--- config.mk ---
export PLATFORM = sky130hd
export DESIGN_NAME = fb_arbiter
export DESIGN_NICKNAME = d
export VERILOG_FILES = /design/src/rtl/fb_pkg.sv /design/src/rtl/fb_rr_sched.sv /design/src/rtl/fb_arbiter.sv
export SDC_FILE = /design/constraint.sdc
export NUM_CORES = 1
export LEC_CHECK = 0
export ABC_CLOCK_PERIOD_IN_PS = 2400
export BUFFER_PORTS_ARGS = -buffer_cell sky130_fd_sc_hd__clkbuf_2
export CAP_MARGIN = 10
export CORE_MARGIN = 2
export CORE_UTILIZATION = 45
export CTS_CLUSTER_DIAMETER = 40
export DETAILED_ROUTE_END_ITERATION = 8
export GPL_TIMING_DRIVEN = 0
export PLACE_DENSITY = 0.89
export SLEW_MARGIN = 20
export SYNTH_ARGS = -nofsm -noshare
export SYNTH_HDL_FRONTEND = slang
export SYNTH_HIERARCHICAL = 1
export SYNTH_SLANG_ARGS = --single-unit
--- constraint.sdc ---
create_clock -name clk -period 2.4 [get_ports clk]
set_input_delay 0.48 -clock clk [delete_from_list [all_inputs] [get_ports clk]]
set_output_delay 0.48 -clock clk [all_outputs]
set_load 0.01 [all_outputs]
--- src/rtl/fb_pkg.sv ---
// Shared framebuffer types: default widths, bank select, writer id and arbiter FSM states.
// Used by the arbiter and by the cursor and paint writers.
package fb_pkg;

  localparam int unsigned FbAddrW = 12;
  localparam int unsigned FbDataW = 12;

  typedef enum logic {
    Bank0 = 1'b0,
    Bank1 = 1'b1
  } fb_bank_e;

  typedef enum logic {
    Writer0 = 1'b0,
    Writer1 = 1'b1
  } fb_writer_e;

  typedef enum logic [1:0] {
    StIdle = 2'd0,
    StRd   = 2'd1,
    StWr   = 2'd2
  } fb_state_e;

endpackage

--- src/rtl/fb_rr_sched.sv ---
// Slot scheduler: read has priority, writers share slots round-robin, and a run of
// STARVE_MAX read grants with a writer waiting forces the next slot to a writer.
module fb_rr_sched
  import fb_pkg::*;
#(
  parameter int unsigned STARVE_MAX = 4
) (
  input  logic clk,
  input  logic reset,
  input  logic rd_req_i,
  input  logic w0_req_i,
  input  logic w1_req_i,
  input  logic w0_gnt_i,
  input  logic w1_gnt_i,
  output logic gnt_rd_o,
  output logic gnt_w0_o,
  output logic gnt_w1_o
);

  localparam int unsigned CntW = $clog2(STARVE_MAX + 1);

  logic [CntW-1:0] cnt_q, cnt_d;
  fb_writer_e      rr_q, rr_d;
  logic            w0_pend, w1_pend, any_pend, starved, pick_w1;

  always_comb begin
    // A writer granted this cycle still shows req at this edge; it must not win again.
    w0_pend  = w0_req_i & ~w0_gnt_i;
    w1_pend  = w1_req_i & ~w1_gnt_i;
    any_pend = w0_pend | w1_pend;
    starved  = any_pend && (cnt_q >= CntW'(STARVE_MAX));
    pick_w1  = w1_pend && (!w0_pend || (rr_q == Writer1));

    gnt_rd_o = rd_req_i && !starved;
    gnt_w0_o = !gnt_rd_o && w0_pend && !pick_w1;
    gnt_w1_o = !gnt_rd_o && pick_w1;

    cnt_d = '0;
    if (gnt_rd_o && any_pend) begin
      cnt_d = cnt_q + 1'b1;
    end

    rr_d = rr_q;
    if (gnt_w0_o) begin
      rr_d = Writer1;
    end else if (gnt_w1_o) begin
      rr_d = Writer0;
    end
  end

  always_ff @(posedge clk or posedge reset) begin
    if (reset) begin
      cnt_q <= '0;
      rr_q  <= Writer0;
    end else begin
      cnt_q <= cnt_d;
      rr_q  <= rr_d;
    end
  end

endmodule

--- src/rtl/fb_arbiter.sv ---
// Framebuffer memory arbiter: one panel-scan reader and two writers share a two-bank
// memory, one registered command per cycle, with a two-edge read data pipe.
module fb_arbiter
  import fb_pkg::*;
#(
  parameter int unsigned ADDR_W     = FbAddrW,
  parameter int unsigned DATA_W     = FbDataW,
  parameter int unsigned STARVE_MAX = 4
) (
  input  logic              clk,
  input  logic              reset,
  input  logic              rd_req,
  input  logic              rd_bank,
  input  logic [ADDR_W-1:0] rd_addr,
  output logic              rd_gnt,
  output logic              rd_valid,
  output logic [DATA_W-1:0] rd_data,
  input  logic              w0_req,
  input  logic              w0_bank,
  input  logic [ADDR_W-1:0] w0_addr,
  input  logic [DATA_W-1:0] w0_wdata,
  output logic              w0_gnt,
  input  logic              w1_req,
  input  logic              w1_bank,
  input  logic [ADDR_W-1:0] w1_addr,
  input  logic [DATA_W-1:0] w1_wdata,
  output logic              w1_gnt,
  input  logic [DATA_W-1:0] b_rdata0,
  input  logic [DATA_W-1:0] b_rdata1,
  output logic              wr0,
  output logic              wr1,
  output logic [ADDR_W-1:0] address,
  output logic [DATA_W-1:0] wdata,
  output logic              rd_en
);

  fb_state_e         state_q, state_d;
  logic              wr0_q, wr0_d, wr1_q, wr1_d;
  logic              w0_gnt_q, w0_gnt_d, w1_gnt_q, w1_gnt_d;
  logic [ADDR_W-1:0] address_q, address_d;
  logic [DATA_W-1:0] wdata_q, wdata_d;
  fb_bank_e          rd_bank_q, rd_bank_d;
  logic              rd_valid_q, rd_valid_d;
  logic [DATA_W-1:0] rd_data_q, rd_data_d;
  logic              gnt_rd, gnt_w0, gnt_w1;

  fb_rr_sched #(
    .STARVE_MAX(STARVE_MAX)
  ) u_sched (
    .clk     (clk),
    .reset   (reset),
    .rd_req_i(rd_req),
    .w0_req_i(w0_req),
    .w1_req_i(w1_req),
    .w0_gnt_i(w0_gnt_q),
    .w1_gnt_i(w1_gnt_q),
    .gnt_rd_o(gnt_rd),
    .gnt_w0_o(gnt_w0),
    .gnt_w1_o(gnt_w1)
  );

  always_comb begin
    state_d   = StIdle;
    wr0_d     = 1'b0;
    wr1_d     = 1'b0;
    w0_gnt_d  = 1'b0;
    w1_gnt_d  = 1'b0;
    address_d = address_q;
    wdata_d   = wdata_q;
    rd_bank_d = rd_bank_q;

    if (gnt_rd) begin
      state_d   = StRd;
      address_d = rd_addr;
      rd_bank_d = fb_bank_e'(rd_bank);
    end else if (gnt_w0) begin
      state_d   = StWr;
      w0_gnt_d  = 1'b1;
      address_d = w0_addr;
      wdata_d   = w0_wdata;
      wr0_d     = (fb_bank_e'(w0_bank) == Bank0);
      wr1_d     = (fb_bank_e'(w0_bank) == Bank1);
    end else if (gnt_w1) begin
      state_d   = StWr;
      w1_gnt_d  = 1'b1;
      address_d = w1_addr;
      wdata_d   = w1_wdata;
      wr0_d     = (fb_bank_e'(w1_bank) == Bank0);
      wr1_d     = (fb_bank_e'(w1_bank) == Bank1);
    end

    // Bank data for the read issued last cycle is present now; capture it.
    rd_valid_d = (state_q == StRd);
    rd_data_d  = rd_data_q;
    if (state_q == StRd) begin
      rd_data_d = (rd_bank_q == Bank1) ? b_rdata1 : b_rdata0;
    end
  end

  always_ff @(posedge clk or posedge reset) begin
    if (reset) begin
      state_q    <= StIdle;
      wr0_q      <= 1'b0;
      wr1_q      <= 1'b0;
      w0_gnt_q   <= 1'b0;
      w1_gnt_q   <= 1'b0;
      address_q  <= '0;
      wdata_q    <= '0;
      rd_bank_q  <= Bank0;
      rd_valid_q <= 1'b0;
      rd_data_q  <= '0;
    end else begin
      state_q    <= state_d;
      wr0_q      <= wr0_d;
      wr1_q      <= wr1_d;
      w0_gnt_q   <= w0_gnt_d;
      w1_gnt_q   <= w1_gnt_d;
      address_q  <= address_d;
      wdata_q    <= wdata_d;
      rd_bank_q  <= rd_bank_d;
      rd_valid_q <= rd_valid_d;
      rd_data_q  <= rd_data_d;
    end
  end

  assign rd_en    = (state_q == StRd);
  assign rd_gnt   = (state_q == StRd);
  assign wr0      = wr0_q;
  assign wr1      = wr1_q;
  assign w0_gnt   = w0_gnt_q;
  assign w1_gnt   = w1_gnt_q;
  assign address  = address_q;
  assign wdata    = wdata_q;
  assign rd_valid = rd_valid_q;
  assign rd_data  = rd_data_q;

endmodule

==> out/summary.txt, run 1 <==
Final period util: 88.6%
Residual DRC: 0
Minimum clock period: 2.13 ns
Register share of total power: 45.9%
Switch Pwr: 0.610 mW
Syn nets: 281
Worst Setup Start Kind: flop
Warnings from Yosys: 6
DRT iter0 DRCs: 55
Congestion Overflow GR: 0
Peak VDD IR: 0.387 mV
Fin Clk Skew: 0.00675 ns
Syn_area_per_cell: 13.3 sq um
Die ar.: 6160 sq um
Clk buf depth: 2
Post-synth top cells: dfrtp_1 (48), mux2_2 (29), nor2b_1 (14), mux2i_1 (13), nor3b_1 (12)
Internal: 1.62 mW
Ys flop type: dfrtp_1
Area of the core: 5440 sq um
Post-DP HPWL: 4530 microns
Site row count: 27
Final-report hold violation count: 0
Crit Path Max Fanout: 10
Post-synthesis instance area: 2500 sq um
Routability Congestion: 0.734
Max Cap Viol: 0
First-pass GRT wire length: 9320 microns
Initial core utilization: 45.9%
Rel. slew slack: 61.4%
Area Growth Syn to Fin: 35.9%
CP arrival: 2.31 ns
Routed vias: 1967
Yosys top cell area share: 48.1%
NumNets Final: 423
Pwr Density: 658 nW/um^2
Distinct cells, synth: 28
Combinational power share: 28.9%
Slew @ Worst Pin: 0.576 ns
Cts bufs inserted: 5
Synthesized flop and latch total: 48
Worst setup EP type: flop
Final ANT Viol Nets: 0
Clock share of power: 25.2%
Sw Ratio: 27.3%
CTS Sinks: 48
H-tree levels: 2
Post-synthesis sequential area ratio: 48.1%
Total Power: 2.23 mW
ANT cells: 0
Cell count after synthesis: 188
Largest net degree at the start of global routing: 25
Setup bufs post-CTS: 0
CP required: 2.59 ns
Clock Latency Late Sink: 0.29 ns
LEAKAGE: 1.68 nW
Tot GR Track Use: 19.2%
CTS tree: yes
Chip Height: 78.5 microns
RSZ-0062 raised after global routing: false
Proportion of layout cells with a drive suffix above 1: 61.3%
Worst min-delay path category: input pin to async pin
Router iterations before antenna repair: 4
Synth area leader: dfrtp_1
Synth top area cells: dfrtp_1 (48%), mux2_2 (13%), mux2_4 (6.6%)
Die width: 78.5 microns
Async set-or-reset flop fraction in the synthesized netlist: 100%
I/O pins: 135
CTS resizes: 0
Most frequent cell after synthesis: dfrtp_1
Final Max Tran Viols: 0
R2R depth: 6
Initial antenna violation count: 0
Vias per inst: 4.88
Number of port buffers: 134
Post-CTS Hold Fix Bufs: 0
Outcome: finished clean
Vias in the first global route: 2055
Setup TNS: 0 ns
Setup Crit Path Kind: flop to flop
Setup-failing EPs final: 0
DR WL/cell: 13.8 microns
Worst-path clk slew: 0.09 ns
CTS Root Cell: clkbuf_8
Final hold slack: 0.0651 ns
Maximum clock frequency: 470 MHz
Final WL: 5570 microns
EDFF count, synth: 0
## path summary, 6_finish.rpt
path                                  start          endpoint  slack [ns]
max reg2reg                          w0_gnt         wdata[11]        0.27
min reg2reg                u_sched/cnt_q[0]  u_sched/cnt_q[0]        0.46
max in group asynchronous             reset        rd_data[3]        1.72
max                                  w0_gnt         wdata[11]        0.27
min in group clk                    rd_bank         rd_bank_q        0.42
min                                   reset  u_sched/cnt_q[0]        0.07
## cell type report
class	instances	area, sq um
Fill cell	443	2050
Sequential cell	48	1200
Multi-Input combinational cell	122	1180
Timing Repair Buffer	135	698
Buffer	13	98.8
Tap cell	72	90.1
Clock buffer	6	72.6
Clock inverter	2	35.0
Inverter	5	18.8
## power by group through the flow
stage / Clock, mW / Sequential [mW] / Combinational [mW]
5_1_grt: 0.615 / 1.05 / 0.703
4_1_cts: 0.585 / 1.03 / 0.655
6_report: 0.563 / 1.02 / 0.644
2_1_floorplan: 0 / 1.10 / 0.318
3_3_place_gp: 0 / 1.03 / 0.631
3_5_place_dp: 0 / 1.04 / 0.654
## through the flow
stage                     cell area [sq um]  cells  setup slack, ns  utilization, %
after detailed placement               3290    395            0.155            60.4
after floorplan                        2500    188            0.495               -
after global routing                   3390    403            0.190            62.4
final                                  3390    403            0.274            62.4
after global placement                 3260    394            0.205            59.9
after CTS                              3390    403            0.268            62.4
## routing by layer
metal | GRT usage (%) | up-vias | share of wire (%)
met1 | 23.3 | 927 | 40
met5 | 0 | - | 0
met3 | 5.29 | 7 | 8.3
met2 | 33.4 | 84 | 50
li1 | - | 949 | -
met4 | 5.44 | 0 | 1.5
## placed cells by master (no fill, tap or decap), types with 2 or more instances in the layout
cell type    n
clkbuf_2   134
and2_1       3
mux2_2      29
buf_2        4
nor3b_1     12
buf_6        4
mux2_1       9
a21oi_1      4
mux2_4      11
dfrtp_1     48
mux2i_1     13
a211oi_1    11
clkbuf_8     5
inv_1        4
nand2b_4     4
nor2b_1     14
clkbuf_1     2
buf_4        4
## state kept, by name (all words and copies together) (netlist names)
name,flops
u_sched/cnt_q,3
wr1,1
rd_data,12
address,12
rd_bank_q,1
rd_valid,1
state_q,2
w0_gnt,1
w1_gnt,1
wdata,12
wr0,1
u_sched/rr_q,1
## critical path, cell delays in order (launching register included)
cell and delay (ns):
dfrtp_1 0.39, nand2b_4 0.16, nand2b_4 0.15, a31oi_1 0.45, buf_4 0.27, mux2_1 0.34, mux2_4 0.26
## cell families (layout without fill, tap and decap cells)
logic type / after synthesis / in the layout / share of synthesized area (%)
DFF: 48 / 48 / 48.1
muxes: 62 / 62 / 29.0
and+or+nand+nor: 39 / 39 / 11.7
buffers and inverters: 18 / 161 / 4.71
adders and majority gates: 1 / 1 / 0.501
AOI/OAI and AO/OA: 20 / 20 / 6.01
Power figures use the tool's default switching activity.
==> inputs of run 2 (changes only) <==
- GPL_TIMING_DRIVEN: 0 -> unset
==> run 2 against run 1 <==
Cell area decreased by 1.7%. Non-clock buffer count decreased by 9. Utilization decreased by 1.1 points. Clock skew decreased by 0.0043 ns. Hold slack got worse by 0.0050 ns. Fmax increased by 13%. Sequential power about the same. Setup slack improved by 0.24 ns. Via count decreased by 0.51%. Wire length decreased by 3.6%. Critical endpoint is now wdata[3]. Largest cell class unchanged.
==> out/summary.txt, run 2 (synthesis results as in run 1) <==
Residual DRC: 0
Finished Layout Cells: 394
Router iterations before antenna repair: 6
Peak VDD IR: 0.402 mV
Clk buf depth: 2
Most frequent cells in the layout: clkbuf_2 (134), dfrtp_1 (48), mux2_2 (29)
Tot GR Track Use: 17.8%
Chip Height: 78.5 microns
First-pass GRT wire length: 8710 microns
Clock Latency Late Sink: 0.30 ns
Initial core utilization: 45.9%
CTS Root Cell: clkbuf_8
Final-report hold violation count: 0
Maximum clock frequency: 531 MHz
Post-DP HPWL: 4150 microns
Largest net degree at the start of global routing: 45
CTS resizes: 0
Design Area, Final: 3340 sq um
Max Cap Viol: 0
Final Max Tran Viols: 0
Site row count: 27
Rel. slew slack: 41.0%
Critical-path cell list: nand2b_4, nand2b_4, a31oi_4, buf_4, mux2_1, mux2_4
Setup bufs post-CTS: 0
Initial antenna violation count: 0
Routability Congestion: 0.788
Worst Slack Setup Final: 0.517 ns
I/O pins: 135
Worst setup EP type: flop
Filler Cell Count: 470
CP required: 2.59 ns
CP peak stage delay: 0.38 ns
NumNets Final: 414
DRT iter0 DRCs: 36
Number of port buffers: 134
# placed instances: 386
Area Growth Syn to Fin: 33.6%
Pre-CTS setup slack: 0.402 ns
Fin Clk Skew: 0.00243 ns
RSZ-0062 raised after global routing: false
Worst-path clk slew: 0.08 ns
Proportion of layout cells with a drive suffix above 1: 61.5%
LEAKAGE: 1.63 nW
Vias per inst: 4.97
Minimum clock period: 1.88 ns
Crit path top cell by count: nand2b_4
Area of the core: 5440 sq um
Crit Path Max Fanout: 22
Post-CTS Hold Fix Bufs: 0
DR WL/cell: 13.6 microns
ANT cells: 0
CTS Sinks: 48
H-tree levels: 2
Outcome: finished clean
Setup TNS: 0 ns
Worst min-delay path category: input pin to async pin
Leading cell type in the layout, fill and taps excluded: clkbuf_2
Vias in the first global route: 1997
Buf+Inv Stages, Crit Path: 1
Delay-heaviest family, CP: multiplexers
Critical path's slowest cell: dfrtp_1
Cts bufs inserted: 5
Final ANT Viol Nets: 0
Congestion Overflow GR: 0
Final hold slack: 0.0601 ns
Post-DP Area: 3210 sq um
Die ar.: 6160 sq um
Routed vias: 1957
Setup Crit Path Kind: flop to flop
Final WL: 5370 microns
Slew @ Worst Pin: 0.883 ns
CP arrival: 2.07 ns
Final period util: 78.4%
Die width: 78.5 microns
Setup-failing EPs final: 0
CTS tree: yes
Pwr Density: 676 nW/um^2
Worst Setup Start Kind: flop
## run 2: worst paths after layout
check / start / end / slack, ns / cells past startpoint
setup / recovery: w0_gnt / wdata[3] / 0.52 / 6
hold / removal: reset / u_sched/rr_q / 0.06 / 2
setup reg to reg: w0_gnt / wdata[3] / 0.52 / 6
hold reg to reg: u_sched/cnt_q[0] / u_sched/cnt_q[0] / 0.45 / 1
max in group asynchronous: reset / wr1 / 1.48 / 2
min in group clk: rd_bank / rd_bank_q / 0.42 / 2
## run 2: stage by stage
stage               utilization, %  power, mW
global placement              59.1       1.65
global route                  61.3       2.39
finish                        61.3       2.26
floorplan                        -       1.41
detailed placement            59.1       1.67
CTS                           61.3       2.29
## run 2: layer usage
layer | routed length [microns] | vias to the layer above | global-route usage [%]
li1 | - | 930 | -
met1 | 2190 | 943 | 20.8
met2 | 2790 | 79 | 32.8
met3 | 347 | 5 | 3.45
met4 | 45 | 0 | 5.44
met5 | 0 | - | 0
## run 2: layout make-up
cell class	count	area, sq um	area share (%)
clock inverters	2	38.8	1.16
clock buffers	6	82.6	2.48
multi-input cells	122	1200	35.9
inverters	5	18.8	0.563
flip-flops and latches	48	1200	36.0
repair buffers	139	708	21.2
well taps	72	90.1	2.70
## run 2: where the power goes
group	leakage (nW)	switching [mW]	internal, mW	total [mW]
registers	0.570	0.0861	0.948	1.03
clock network	0.0614	0.262	0.341	0.603
logic	1.00	0.270	0.349	0.618
total	1.63	0.618	1.64	2.26
